File: src/rtl/uart_pkg.sv
// uart_pkg: receiver FSM state encoding and oversampling constants shared by the UART receive path.
// UART_RX_PARITY_EN adds the PARITY state and the even-parity helper.
package uart_pkg;

  localparam int OVERSAMPLE = 16;
  localparam int START_MID  = 8;

  typedef enum logic [2:0] {
    IDLE   = 3'd0,
    START  = 3'd1,
    DATA   = 3'd2,
    STOP   = 3'd3
`ifdef UART_RX_PARITY_EN
    ,
    PARITY = 3'd4
`endif
  } rx_state_e;

`ifdef UART_RX_PARITY_EN
  // Value of the parity bit that makes the total number of ones even.
  function automatic logic even_parity(input logic [7:0] d);
    return ^d;
  endfunction
`endif

endpackage

File: src/rtl/baud_tick_gen.sv
// baud_tick_gen: oversample tick divider, one tick every DIV clocks.
// restart realigns the count so ticks are phased from the start-bit edge.
module baud_tick_gen #(
  parameter int DIV = 10
) (
  input  logic sysclk,
  input  logic reset,
  input  logic restart,
  output logic tick
);

  localparam int CW = (DIV > 1) ? $clog2(DIV) : 1;
  localparam logic [CW-1:0] LAST = CW'(DIV - 1);
  localparam logic [CW-1:0] ONE  = CW'(1);

  logic [CW-1:0] cnt_r;

  // Divider counter, cleared on restart and on wrap
  always_ff @(posedge sysclk or negedge reset) begin
    if (!reset) begin
      cnt_r <= '0;
    end else if (restart) begin
      cnt_r <= '0;
    end else if (cnt_r == LAST) begin
      cnt_r <= '0;
    end else begin
      cnt_r <= cnt_r + ONE;
    end
  end

  assign tick = (cnt_r == LAST);

endmodule

File: src/rtl/uart_rx_buffer.sv
// uart_rx_buffer: 8N1 UART receiver feeding a show-ahead FIFO, with sticky frame/overrun flags.
// Define UART_RX_PARITY_EN to insert an even-parity bit between the data bits and the stop bit.
module uart_rx_buffer
  import uart_pkg::*;
#(
  parameter int CLK_FREQ = 100000000,
  parameter int BAUD     = 9600,
  parameter int DEPTH    = 4
) (
  input  logic                     sysclk,
  input  logic                     reset,
  input  logic                     UART_RX,
  input  logic                     rd_en,
  input  logic                     clr_err,
  output logic [7:0]               rd_data,
  output logic                     empty,
  output logic [$clog2(DEPTH):0]   count,
  output logic                     frame_err,
  output logic                     overrun,
  output logic                     rx_irq
);

  localparam int DIV_RAW = CLK_FREQ / (BAUD * OVERSAMPLE);
  localparam int DIV     = (DIV_RAW < 1) ? 1 : DIV_RAW;
  localparam int AW      = $clog2(DEPTH);
  localparam logic [3:0]  OS_LAST  = 4'(OVERSAMPLE - 1);
  localparam logic [3:0]  MID_LAST = 4'(START_MID - 1);
  localparam logic [AW-1:0] PTR_ONE = AW'(1);
  localparam logic [AW:0]   CNT_ONE = (AW + 1)'(1);
  localparam logic [AW:0]   CNT_FULL = (AW + 1)'(DEPTH);

  logic [1:0]  sync_r;
  logic        rx_prev_r;
  logic        rx_s, fall_s, tick_s, restart_s;
  rx_state_e   state_r, state_s;
  logic [3:0]  os_cnt_r, os_cnt_s;
  logic [2:0]  bit_cnt_r, bit_cnt_s;
  logic [7:0]  shift_r, shift_s;
  logic        push_r, push_s, fe_set_s;

  logic [7:0]    mem_r [DEPTH];
  logic [AW-1:0] wr_ptr_r, rd_ptr_r, wr_ptr_s, rd_ptr_s;
  logic [AW:0]   count_r, count_s;
  logic          empty_r, full_s, pop_s, wr_s, ovr_set_s;
  logic [7:0]    rd_data_r, head_s;
  logic          frame_err_r, overrun_r;

  assign rx_s   = sync_r[1];
  assign fall_s = rx_prev_r & ~rx_s;

  baud_tick_gen #(.DIV(DIV)) u_tick (
    .sysclk  (sysclk),
    .reset   (reset),
    .restart (restart_s),
    .tick    (tick_s)
  );

  // Receiver next-state: all samples taken on the last tick of each 16-tick bit window
  always_comb begin
    state_s   = state_r;
    os_cnt_s  = os_cnt_r;
    bit_cnt_s = bit_cnt_r;
    shift_s   = shift_r;
    push_s    = 1'b0;
    fe_set_s  = 1'b0;
    restart_s = 1'b0;
    case (state_r)
      IDLE: begin
        if (fall_s) begin
          state_s   = START;
          os_cnt_s  = 4'd0;
          bit_cnt_s = 3'd0;
          restart_s = 1'b1;
        end else begin
          state_s = IDLE;
        end
      end
      START: begin
        if (!tick_s) begin
          state_s = START;
        end else if (os_cnt_r == MID_LAST) begin
          os_cnt_s = 4'd0;
          state_s  = rx_s ? IDLE : DATA;
        end else begin
          os_cnt_s = os_cnt_r + 4'd1;
        end
      end
      DATA: begin
        if (!tick_s) begin
          state_s = DATA;
        end else if (os_cnt_r == OS_LAST) begin
          os_cnt_s  = 4'd0;
          shift_s   = {rx_s, shift_r[7:1]};
          bit_cnt_s = bit_cnt_r + 3'd1;
          if (bit_cnt_r == 3'd7) begin
`ifdef UART_RX_PARITY_EN
            state_s = PARITY;
`else
            state_s = STOP;
`endif
          end else begin
            state_s = DATA;
          end
        end else begin
          os_cnt_s = os_cnt_r + 4'd1;
        end
      end
`ifdef UART_RX_PARITY_EN
      PARITY: begin
        if (!tick_s) begin
          state_s = PARITY;
        end else if (os_cnt_r == OS_LAST) begin
          os_cnt_s = 4'd0;
          if (rx_s != even_parity(shift_r)) begin
            fe_set_s = 1'b1;
            state_s  = IDLE;
          end else begin
            state_s = STOP;
          end
        end else begin
          os_cnt_s = os_cnt_r + 4'd1;
        end
      end
`endif
      STOP: begin
        if (!tick_s) begin
          state_s = STOP;
        end else if (os_cnt_r == OS_LAST) begin
          os_cnt_s = 4'd0;
          state_s  = IDLE;
          if (rx_s) begin
            push_s = 1'b1;
          end else begin
            fe_set_s = 1'b1;
          end
        end else begin
          os_cnt_s = os_cnt_r + 4'd1;
        end
      end
      default: begin
        state_s = IDLE;
      end
    endcase
  end

  // Synchroniser, edge detector and receiver state registers
  always_ff @(posedge sysclk or negedge reset) begin
    if (!reset) begin
      sync_r    <= 2'b11;
      rx_prev_r <= 1'b1;
      state_r   <= IDLE;
      os_cnt_r  <= 4'd0;
      bit_cnt_r <= 3'd0;
      shift_r   <= 8'd0;
      push_r    <= 1'b0;
    end else begin
      sync_r    <= {sync_r[0], UART_RX};
      rx_prev_r <= sync_r[1];
      state_r   <= state_s;
      os_cnt_r  <= os_cnt_s;
      bit_cnt_r <= bit_cnt_s;
      shift_r   <= shift_s;
      push_r    <= push_s;
    end
  end

  // FIFO bookkeeping; a pop frees the slot a same-cycle push needs when full
  always_comb begin
    full_s    = (count_r == CNT_FULL);
    pop_s     = rd_en & ~empty_r;
    wr_s      = push_r & (~full_s | pop_s);
    ovr_set_s = push_r & full_s & ~pop_s;
    rd_ptr_s  = pop_s ? (rd_ptr_r + PTR_ONE) : rd_ptr_r;
    wr_ptr_s  = wr_s ? (wr_ptr_r + PTR_ONE) : wr_ptr_r;
    case ({wr_s, pop_s})
      2'b10:   count_s = count_r + CNT_ONE;
      2'b01:   count_s = count_r - CNT_ONE;
      default: count_s = count_r;
    endcase
    if (count_s == '0) begin
      head_s = 8'd0;
    end else if (wr_s && (rd_ptr_s == wr_ptr_r)) begin
      head_s = shift_r;
    end else begin
      head_s = mem_r[rd_ptr_s];
    end
  end

  // FIFO storage, deliberately without reset
  always_ff @(posedge sysclk) begin
    if (wr_s) begin
      mem_r[wr_ptr_r] <= shift_r;
    end
  end

  // FIFO pointers, occupancy and registered show-ahead head
  always_ff @(posedge sysclk or negedge reset) begin
    if (!reset) begin
      wr_ptr_r  <= '0;
      rd_ptr_r  <= '0;
      count_r   <= '0;
      empty_r   <= 1'b1;
      rd_data_r <= 8'd0;
    end else begin
      wr_ptr_r  <= wr_ptr_s;
      rd_ptr_r  <= rd_ptr_s;
      count_r   <= count_s;
      empty_r   <= (count_s == '0);
      rd_data_r <= head_s;
    end
  end

  // Sticky error flags; a new error in the clearing cycle is kept
  always_ff @(posedge sysclk or negedge reset) begin
    if (!reset) begin
      frame_err_r <= 1'b0;
      overrun_r   <= 1'b0;
    end else begin
      frame_err_r <= fe_set_s | (frame_err_r & ~clr_err);
      overrun_r   <= ovr_set_s | (overrun_r & ~clr_err);
    end
  end

  assign rd_data   = rd_data_r;
  assign empty     = empty_r;
  assign count     = count_r;
  assign frame_err = frame_err_r;
  assign overrun   = overrun_r;
  assign rx_irq    = ~empty_r;

endmodule

File: config.mk
export PLATFORM = sky130hd
export DESIGN_NAME = uart_rx_buffer
export DESIGN_NICKNAME = d
export VERILOG_FILES = /design/src/rtl/uart_pkg.sv /design/src/rtl/baud_tick_gen.sv /design/src/rtl/uart_rx_buffer.sv
export SDC_FILE = /design/constraint.sdc
export NUM_CORES = 1
export LEC_CHECK = 0
export BUFFER_PORTS_ARGS = -buffer_cell sky130_fd_sc_hd__buf_4
export CORE_UTILIZATION = 50
export CTS_CLUSTER_DIAMETER = 100
export CTS_CLUSTER_SIZE = 30
export DETAILED_ROUTE_END_ITERATION = 16
export PLACE_DENSITY = 0.67
export SLEW_MARGIN = 0
export SYNTH_ARGS = -nofsm -noshare
export SYNTH_HDL_FRONTEND = slang
export SYNTH_SLANG_ARGS = --single-unit
File: constraint.sdc
create_clock -name sysclk -period 3.3 [get_ports sysclk]
set_clock_uncertainty 0.05 [all_clocks]
set_input_delay 0.33 -clock sysclk [delete_from_list [all_inputs] [get_ports sysclk]]
set_output_delay 0.33 -clock sysclk [all_outputs]
set_load 0.02 [all_outputs]
### Yosys cells after proc, flatten, opt, wreduce, memory -nomap -nowiden

Memories as Yosys holds them, arrays and structs flattened.
Index checks and enable logic that the tools add are counted.

| storage, ports and cells | value |
|---|---|
| memories | 1 |
| register bits | 50 |
| memory bits (read-only) | 0 |
| memory bits (writable) | 32 |
| bits of input ports | 5 |
| bits in latches | 0 |
| output and inout port bits | 15 |

Memory list:

| name | words | width | read ports | clocked after memory_dff | wr ports | line | source |
|---|---|---|---|---|---|---|---|
| mem_r | 4 | 8 | 1 | 0 | 1 | uart_rx_buffer.sv:41 | `logic [7:0] mem_r [DEPTH];` |

| cells by class | value |
|---|---|
| reductions and logical operators | 10 |
| div/mod/pow operators | 0 |
| add/sub/neg operators | 7 |
| order comparisons | 0 |
| eq/ne operators | 19 |
| shift operators | 0 |
| $mul | 0 |
| mux-type cells | 38 |
| bitwise operators | 15 |

Operator list:

| operator | count |
|---|---|
| 3-bit two-way mux | 9 |
| 10-bit two-way mux | 2 |
| 4-bit two-way mux | 5 |
| 8-bit two-way mux | 2 |
| 1-bit two-way mux | 14 |
| 3-bit case mux with 2 select lines | 2 |
| 3-bit case mux with 4 select lines | 1 |
| 4-bit case mux with 3 select lines | 1 |
| 10-bit by 1-bit adder with 10-bit output, second input constant | 1 |
| 10-bit equality test, second input constant | 1 |
| 3-bit != test, second input constant | 3 |
| 2-bit != test, second input constant | 4 |
| 4-bit AND reduction | 2 |
| 1-bit bitwise AND | 7 |
| 3-bit by 1-bit adder with 3-bit output, second input constant | 2 |
| 3-bit by 2-bit equality test with 1-bit output, second input constant | 2 |
| 3-bit equality test, second input constant | 2 |
| 3-bit logical NOT | 2 |
| 3-bit AND reduction | 2 |
| 1-bit inverter | 5 |
| 2-bit by 1-bit adder with 2-bit output, second input constant | 2 |
| 4-bit by 1-bit adder with 4-bit output, second input constant | 1 |
| 4-bit by 3-bit equality test with 1-bit output, second input constant | 1 |
| 4-bit equality test, second input constant | 1 |
| other kinds (12) | 15 |

### Logic depth before layout (Yosys ltp)

| logic depth | value |
|---|---|
| depth in word-level cells | 8 |
| gate-level depth with buffers | 9 |
| gate-level depth less buffers | 9 |

### Modules after synthesis

A second synthesis with hierarchy kept.

| second synthesis, totals | value |
|---|---|
| cells, all modules | 337 |
| area, all modules | 3953.8 um^2 |

Modules (own cells, without submodules):

| module | seq. area each (um^2) | cells each | area each (um^2) | instances |
|---|---|---|---|---|
| uart_rx_buffer | 1941.9 | 287 | 3447.1 | 1 |
| baud_tick_gen | 250.2 | 50 | 506.7 | 1 |

### Least setup slack after synthesis

OpenSTA, ideal clock, no wires.

| path | value |
|---|---|
| kind | flip-flop to flip-flop |
| start point | register empty_r, in the netlist empty |
| end point | register rd_data_r[6], in the netlist rd_data[6] |
| library setup time | 0.133 ns |
| path slack | 0.980 ns |
| buffers on the path | 0 |
| cell stages (with the launch flop) | 10 |
| arrival | 2.137 ns |
| cell sequence | dfstp_2 > or2b_4 > nor2_1 > inv_1 > fa_1 > or3_1 > a211oi_1 > a31oi_1 > o21ai_2 > nor3_2 |

| on the way | value |
|---|---|
| word-level cells in the longest chain between the ends | 8 |

RTL lines:

| element | line | source |
|---|---|---|
| start, declared | uart_rx_buffer.sv:44 | `logic empty_r, full_s, pop_s, wr_s, ovr_set_s;` |
| start signal, assigned | uart_rx_buffer.sv:208 | `empty_r <= (count_s == '0);` |
| 1-bit inverter (*) | uart_rx_buffer.sv:170 | `pop_s = rd_en & ~empty_r;` |
| 1-bit bitwise AND (*) | uart_rx_buffer.sv:170 |  |
| 1-bit OR | uart_rx_buffer.sv:171 | `wr_s = push_r & (~full_s \| pop_s);` |
| 1-bit bitwise AND | uart_rx_buffer.sv:171 |  |
| 2-bit by 1-bit equality test with 1-bit output / 2-bit equality test (equally long branches) | uart_rx_buffer.sv:175 | `case ({wr_s, pop_s})` |
| 3-bit case mux with 2 select lines | uart_rx_buffer.sv:175 |  |
| 3-bit logical NOT | uart_rx_buffer.sv:180 | `if (count_s == '0) begin` |
| 8-bit two-way mux (*) | uart_rx_buffer.sv:180 |  |
| named net head_s[6] | uart_rx_buffer.sv:45 | `logic [7:0] rd_data_r, head_s;` |
| end signal, assigned | uart_rx_buffer.sv:209 | `rd_data_r <= head_s;` |
| end, declared | uart_rx_buffer.sv:45 |  |

The timed path passes the listed nets; every way through them passes the cells marked *.
A chain may end at the register's enable or synchronous reset.

### Worst setup path after layout

| path | value |
|---|---|
| start point | register empty_r, in the netlist empty |
| end point | register rd_data_r[3], in the netlist rd_data[3] |

Same word-level chain as after synthesis.

==> impl_metrics.xml <==
<?xml version="1.0" encoding="UTF-8"?>
<metrics>
  <group name="global_route">
    <metric name="track_usage" unit="">0.1985</metric>
    <metric name="global_route.usage.met2" unit="">0.3340</metric>
    <metric name="grt.met1_usage" unit="">0.2543</metric>
    <metric name="antenna_violations_before_repair" unit="">0</metric>
    <metric name="grt_pass1_vias" unit="">2649</metric>
    <metric name="grt-ovfl-total" unit="">0</metric>
    <metric name="global_route.peak_usage_layer" unit="">met2</metric>
    <metric name="grt_max_degree" unit="">50</metric>
    <metric name="grt_use_met3" unit="">0.03114</metric>
    <metric name="wire_length_of_the_first_global_routing_pass" unit="um">12650</metric>
  </group>
  <group name="route">
    <metric name="post-route-drc-count" unit="">0</metric>
    <metric name="drt_iter0_markers" unit="">139</metric>
    <metric name="post_drt_via_cell_ratio" unit="">5.579</metric>
    <metric name="wire_per_inst" unit="um">15.22</metric>
    <metric name="detailroute.via_count" unit="">2689</metric>
    <metric name="detailedRoute.firstPassIterationCount" unit="">4</metric>
    <metric name="ant_nets" unit="">0</metric>
    <metric name="wirelength" unit="um">7335</metric>
  </group>
  <group name="power">
    <metric name="seqPwrFrac" unit="">0.465</metric>
    <metric name="total_switching_power" unit="mW">0.9858</metric>
    <metric name="power.leakage" unit="nW">1.865</metric>
    <metric name="combPwrFrac" unit="">0.295</metric>
    <metric name="cell_internal_pwr" unit="mW">1.797</metric>
    <metric name="overall_power_after_layout" unit="mW">2.783</metric>
    <metric name="swShare" unit="">0.3542</metric>
    <metric name="largest_voltage_drop_on_the_vdd_net" unit="uV">437.5</metric>
    <metric name="power.clock.fraction" unit="">0.241</metric>
    <metric name="p_per_area" unit="nW/um2">641.4</metric>
  </group>
  <group name="synth">
    <metric name="synth_cell_type_count" unit="">47</metric>
    <metric name="synth_simple_gate_area_frac" unit="">0.1779</metric>
    <metric name="netlist_instances" unit="">356</metric>
    <metric name="number_of_nets_produced_by_synthesis" unit="">371</metric>
    <metric name="post_synth_fa_ha_maj_area_fraction" unit="">0.03385</metric>
    <metric name="synth.most_common_cell" unit="">sky130_fd_sc_hd__nand2_1</metric>
    <metric name="syn-mean-instance-area" unit="um2">11.00</metric>
    <metric name="most_frequent_cells_after_synthesis" unit="">64 x sky130_fd_sc_hd__nand2_1, 45 x sky130_fd_sc_hd__dfrtp_1, 32 x sky130_fd_sc_hd__edfxtp_1, 29 x sky130_fd_sc_hd__mux2_2, 24 x sky130_fd_sc_hd__nor2_1</metric>
    <metric name="compound_cell_area_share_of_the_yosys_netlist" unit="">0.08560</metric>
    <metric name="synth_sequential_area_ratio" unit="">0.5596</metric>
    <metric name="synthFlopType" unit="">sky130_fd_sc_hd__dfrtp_1</metric>
    <metric name="synth_edf_count" unit="">32</metric>
    <metric name="yosys.area_share.xor_xnor" unit="">0.03130</metric>
    <metric name="synth.yosys.warnings" unit="">0</metric>
    <metric name="post_synth_mux_area_share" unit="">0.08336</metric>
    <metric name="postSynth.asyncResetShare" unit="">0.6049</metric>
    <metric name="synth.top_cells.by_area" unit="">sky130_fd_sc_hd__dfrtp_1 29%, sky130_fd_sc_hd__edfxtp_1 25%, sky130_fd_sc_hd__mux2_2 8.3%</metric>
    <metric name="synthDominantCellAreaShare" unit="">0.2874</metric>
    <metric name="ys_seq_elements" unit="">81</metric>
    <metric name="yosysTopAreaCell" unit="">sky130_fd_sc_hd__dfrtp_1</metric>
    <metric name="main_combinational_cell_family_by_area_after_synthesis" unit="">simple AND/OR/NAND/NOR gates</metric>
    <metric name="post_synth_instance_area" unit="um2">3918</metric>
  </group>
  <group name="placed_design">
    <metric name="gp_routability_congestion" unit="">0.7742</metric>
    <metric name="numPortBuffers" unit="">19</metric>
    <metric name="dpl_cell_area" unit="um2">4136</metric>
    <metric name="place_ws" unit="ns">0.5634</metric>
    <metric name="place.detailed.instances" unit="">464</metric>
    <metric name="detailedPlacementHpwl" unit="um">4951</metric>
  </group>
  <group name="clocking">
    <metric name="path_clk_slew" unit="ns">0.09</metric>
    <metric name="tritoncts" unit="">done</metric>
    <metric name="clock_tree.root_cell" unit="">sky130_fd_sc_hd__clkbuf_8</metric>
    <metric name="clock-sinks" unit="">81</metric>
    <metric name="number_of_levels_in_the_clock_h_tree" unit="">3</metric>
    <metric name="clockBufferDepth" unit="">2</metric>
    <metric name="clock_insertion_delay_worst_skew" unit="ns">0.36</metric>
    <metric name="cts-buffers-inserted" unit="">9</metric>
    <metric name="cts_repair_resize_count" unit="">0</metric>
  </group>
  <group name="hold_path">
    <metric name="min-delay-path-class" unit="">in -&gt; reg</metric>
  </group>
  <group name="timing">
    <metric name="fmax" unit="MHz">369.9</metric>
    <metric name="period_share" unit="">0.8193</metric>
    <metric name="final-max-slew-violation-count" unit="">0</metric>
    <metric name="setup-tns-final" unit="ns">0</metric>
    <metric name="grt_setup_unrepaired" unit="">no</metric>
    <metric name="holdWs" unit="ns">0.1096</metric>
    <metric name="setup_viol" unit="">0</metric>
    <metric name="worstMarginPinSlew" unit="ns">0.6167</metric>
    <metric name="fin_crit" unit="ns">2.704</metric>
    <metric name="slew_headroom" unit="">0.5889</metric>
    <metric name="fin_ws" unit="ns">0.5964</metric>
    <metric name="finalHoldViolCount" unit="">0</metric>
  </group>
  <group name="cells_and_area">
    <metric name="antenna_cells_inserted" unit="">0</metric>
    <metric name="synthToLayoutAreaGrowth" unit="%">10.76</metric>
    <metric name="n_fill_cell" unit="">623</metric>
    <metric name="final_nets" unit="">393</metric>
    <metric name="drive_gt1_frac" unit="">0.2115</metric>
    <metric name="post-route-cell-area" unit="um2">4339</metric>
    <metric name="post-route-util" unit="">0.5857</metric>
    <metric name="instances_no_fill" unit="">482</metric>
  </group>
  <group name="floorplan">
    <metric name="core" unit="um2">7408</metric>
    <metric name="num_rows" unit="">31</metric>
    <metric name="pin_count" unit="">20</metric>
    <metric name="total_die_area" unit="um2">8193</metric>
    <metric name="fp.dieW" unit="um">90.52</metric>
    <metric name="die_y" unit="um">90.52</metric>
    <metric name="floorplan.initialDensity" unit="">0.5288</metric>
  </group>
  <group name="setup_path">
    <metric name="critical_path_peak_fanout" unit="">32</metric>
    <metric name="cp.required" unit="ns">3.47</metric>
    <metric name="timing.reg2reg.setup_slack" unit="ns">0.60</metric>
    <metric name="arrival" unit="ns">2.87</metric>
    <metric name="worstSetupPathType" unit="">reg -&gt; reg</metric>
    <metric name="startpoint_type_of_the_worst_setup_path" unit="">register</metric>
    <metric name="end_kind" unit="">register</metric>
  </group>
  <group name="status">
    <metric name="status" unit="">complete, no violations</metric>
  </group>
  <group name="run">
    <metric name="max_cap_viol_count" unit="">0</metric>
  </group>
</metrics>
## power by group through the flow
stage | Sequential, mW | Combinational (mW) | Clock, mW
after floorplan | 1.34 | 0.548 | 0
after global placement | 1.31 | 0.801 | 0
after CTS | 1.29 | 0.825 | 0.684
after detailed placement | 1.31 | 0.824 | 0
after global routing | 1.31 | 0.906 | 0.729
final | 1.29 | 0.820 | 0.669
## registers in the layout, summed over array words and instances, names as in the netlist, 3 cells and up
| name | flops |
|---|---|
| os_cnt_r | 4 |
| u_tick.cnt_r | 10 |
| rd_data | 8 |
| shift_r | 8 |
| bit_cnt_r | 3 |
| mem_r | 32 |
| count | 3 |
## worst paths after layout
path / from / end / cells after the start
max: empty / rd_data[3] / 9
min: clr_err / frame_err / 2
max reg2reg: empty / rd_data[3] / 9
min reg2reg: sync_r[0] / sync_r[1] / 0
max in group asynchronous: reset / shift_r[0] / 2
min in group asynchronous: reset / rd_data[1] / 2
## cell usage in the layout (no fill, tap or decap), types with 2 or more instances in the layout
cell,count
sky130_fd_sc_hd__a211oi_1,3
sky130_fd_sc_hd__a21oi_1,10
sky130_fd_sc_hd__a31oi_1,11
sky130_fd_sc_hd__and2_1,8
sky130_fd_sc_hd__and3_1,2
sky130_fd_sc_hd__buf_4,22
sky130_fd_sc_hd__clkbuf_8,9
sky130_fd_sc_hd__clkinv_4,3
sky130_fd_sc_hd__dfrtp_1,45
sky130_fd_sc_hd__dfstp_2,4
sky130_fd_sc_hd__dlygate4sd3_1,2
sky130_fd_sc_hd__edfxtp_1,32
sky130_fd_sc_hd__ha_1,9
sky130_fd_sc_hd__inv_1,11
sky130_fd_sc_hd__inv_6,3
sky130_fd_sc_hd__mux2_2,29
sky130_fd_sc_hd__nand2_1,64
sky130_fd_sc_hd__nand3_1,23
sky130_fd_sc_hd__nand4_1,8
sky130_fd_sc_hd__nor2_1,24
sky130_fd_sc_hd__nor2b_1,2
sky130_fd_sc_hd__nor3_1,4
sky130_fd_sc_hd__nor3b_1,2
sky130_fd_sc_hd__o21a_1,2
sky130_fd_sc_hd__o21ai_0,7
sky130_fd_sc_hd__o22ai_1,8
sky130_fd_sc_hd__or2_2,2
sky130_fd_sc_hd__or3_1,2
sky130_fd_sc_hd__xnor2_1,7
sky130_fd_sc_hd__xor2_1,7
## worst max-delay path, cell delays in order (launching register included)
cell                       delay [ns]
sky130_fd_sc_hd__dfstp_2         0.39
sky130_fd_sc_hd__or2b_4          0.38
sky130_fd_sc_hd__nor2_1          0.22
sky130_fd_sc_hd__inv_1           0.10
sky130_fd_sc_hd__fa_1            0.44
sky130_fd_sc_hd__or3_1           0.38
sky130_fd_sc_hd__a211oi_1        0.24
sky130_fd_sc_hd__a31oi_1         0.08
sky130_fd_sc_hd__o21ai_2         0.19
sky130_fd_sc_hd__a21oi_1         0.10
## metal layers
layer  wire length [um]  vias up  part of all wire
met5                  0        -                 0
met4                124        0             0.017
met3                276       10             0.038
met2               3601       53              0.49
met1               3332     1315              0.45
li1                   -     1311                 -
## timing repair
| item | in CTS | in global routing |
|---|---|---|
| hold endpoints to repair | 45 | 1 |
| setup buffers | 0 | 0 |
| hold buffers | 1 | 1 |
## logic make-up (layout without fill, tap and decap cells)
family,count (synthesis),in the layout
fa+ha+maj,10,10
simple gates,148,148
xor+xnor,14,14
compound gates,50,50
buf+inv,24,51
flops,81,81
mux,29,29
## cell type report
| cell class | count | area (um2) | share of cell area |
|---|---|---|---|
| Clock buffer | 9 | 123.9 | 0.02855 |
| Clock inverter | 7 | 58.81 | 0.01355 |
| Inverter | 11 | 41.29 | 0.009516 |
| Multi-Input combinational cell | 251 | 1614 | 0.3720 |
| Sequential cell | 81 | 2192 | 0.5052 |
| Tap cell | 99 | 123.9 | 0.02855 |
| Timing Repair Buffer | 24 | 185.2 | 0.04268 |
Note: power is estimated with default switching activity, not from simulation.
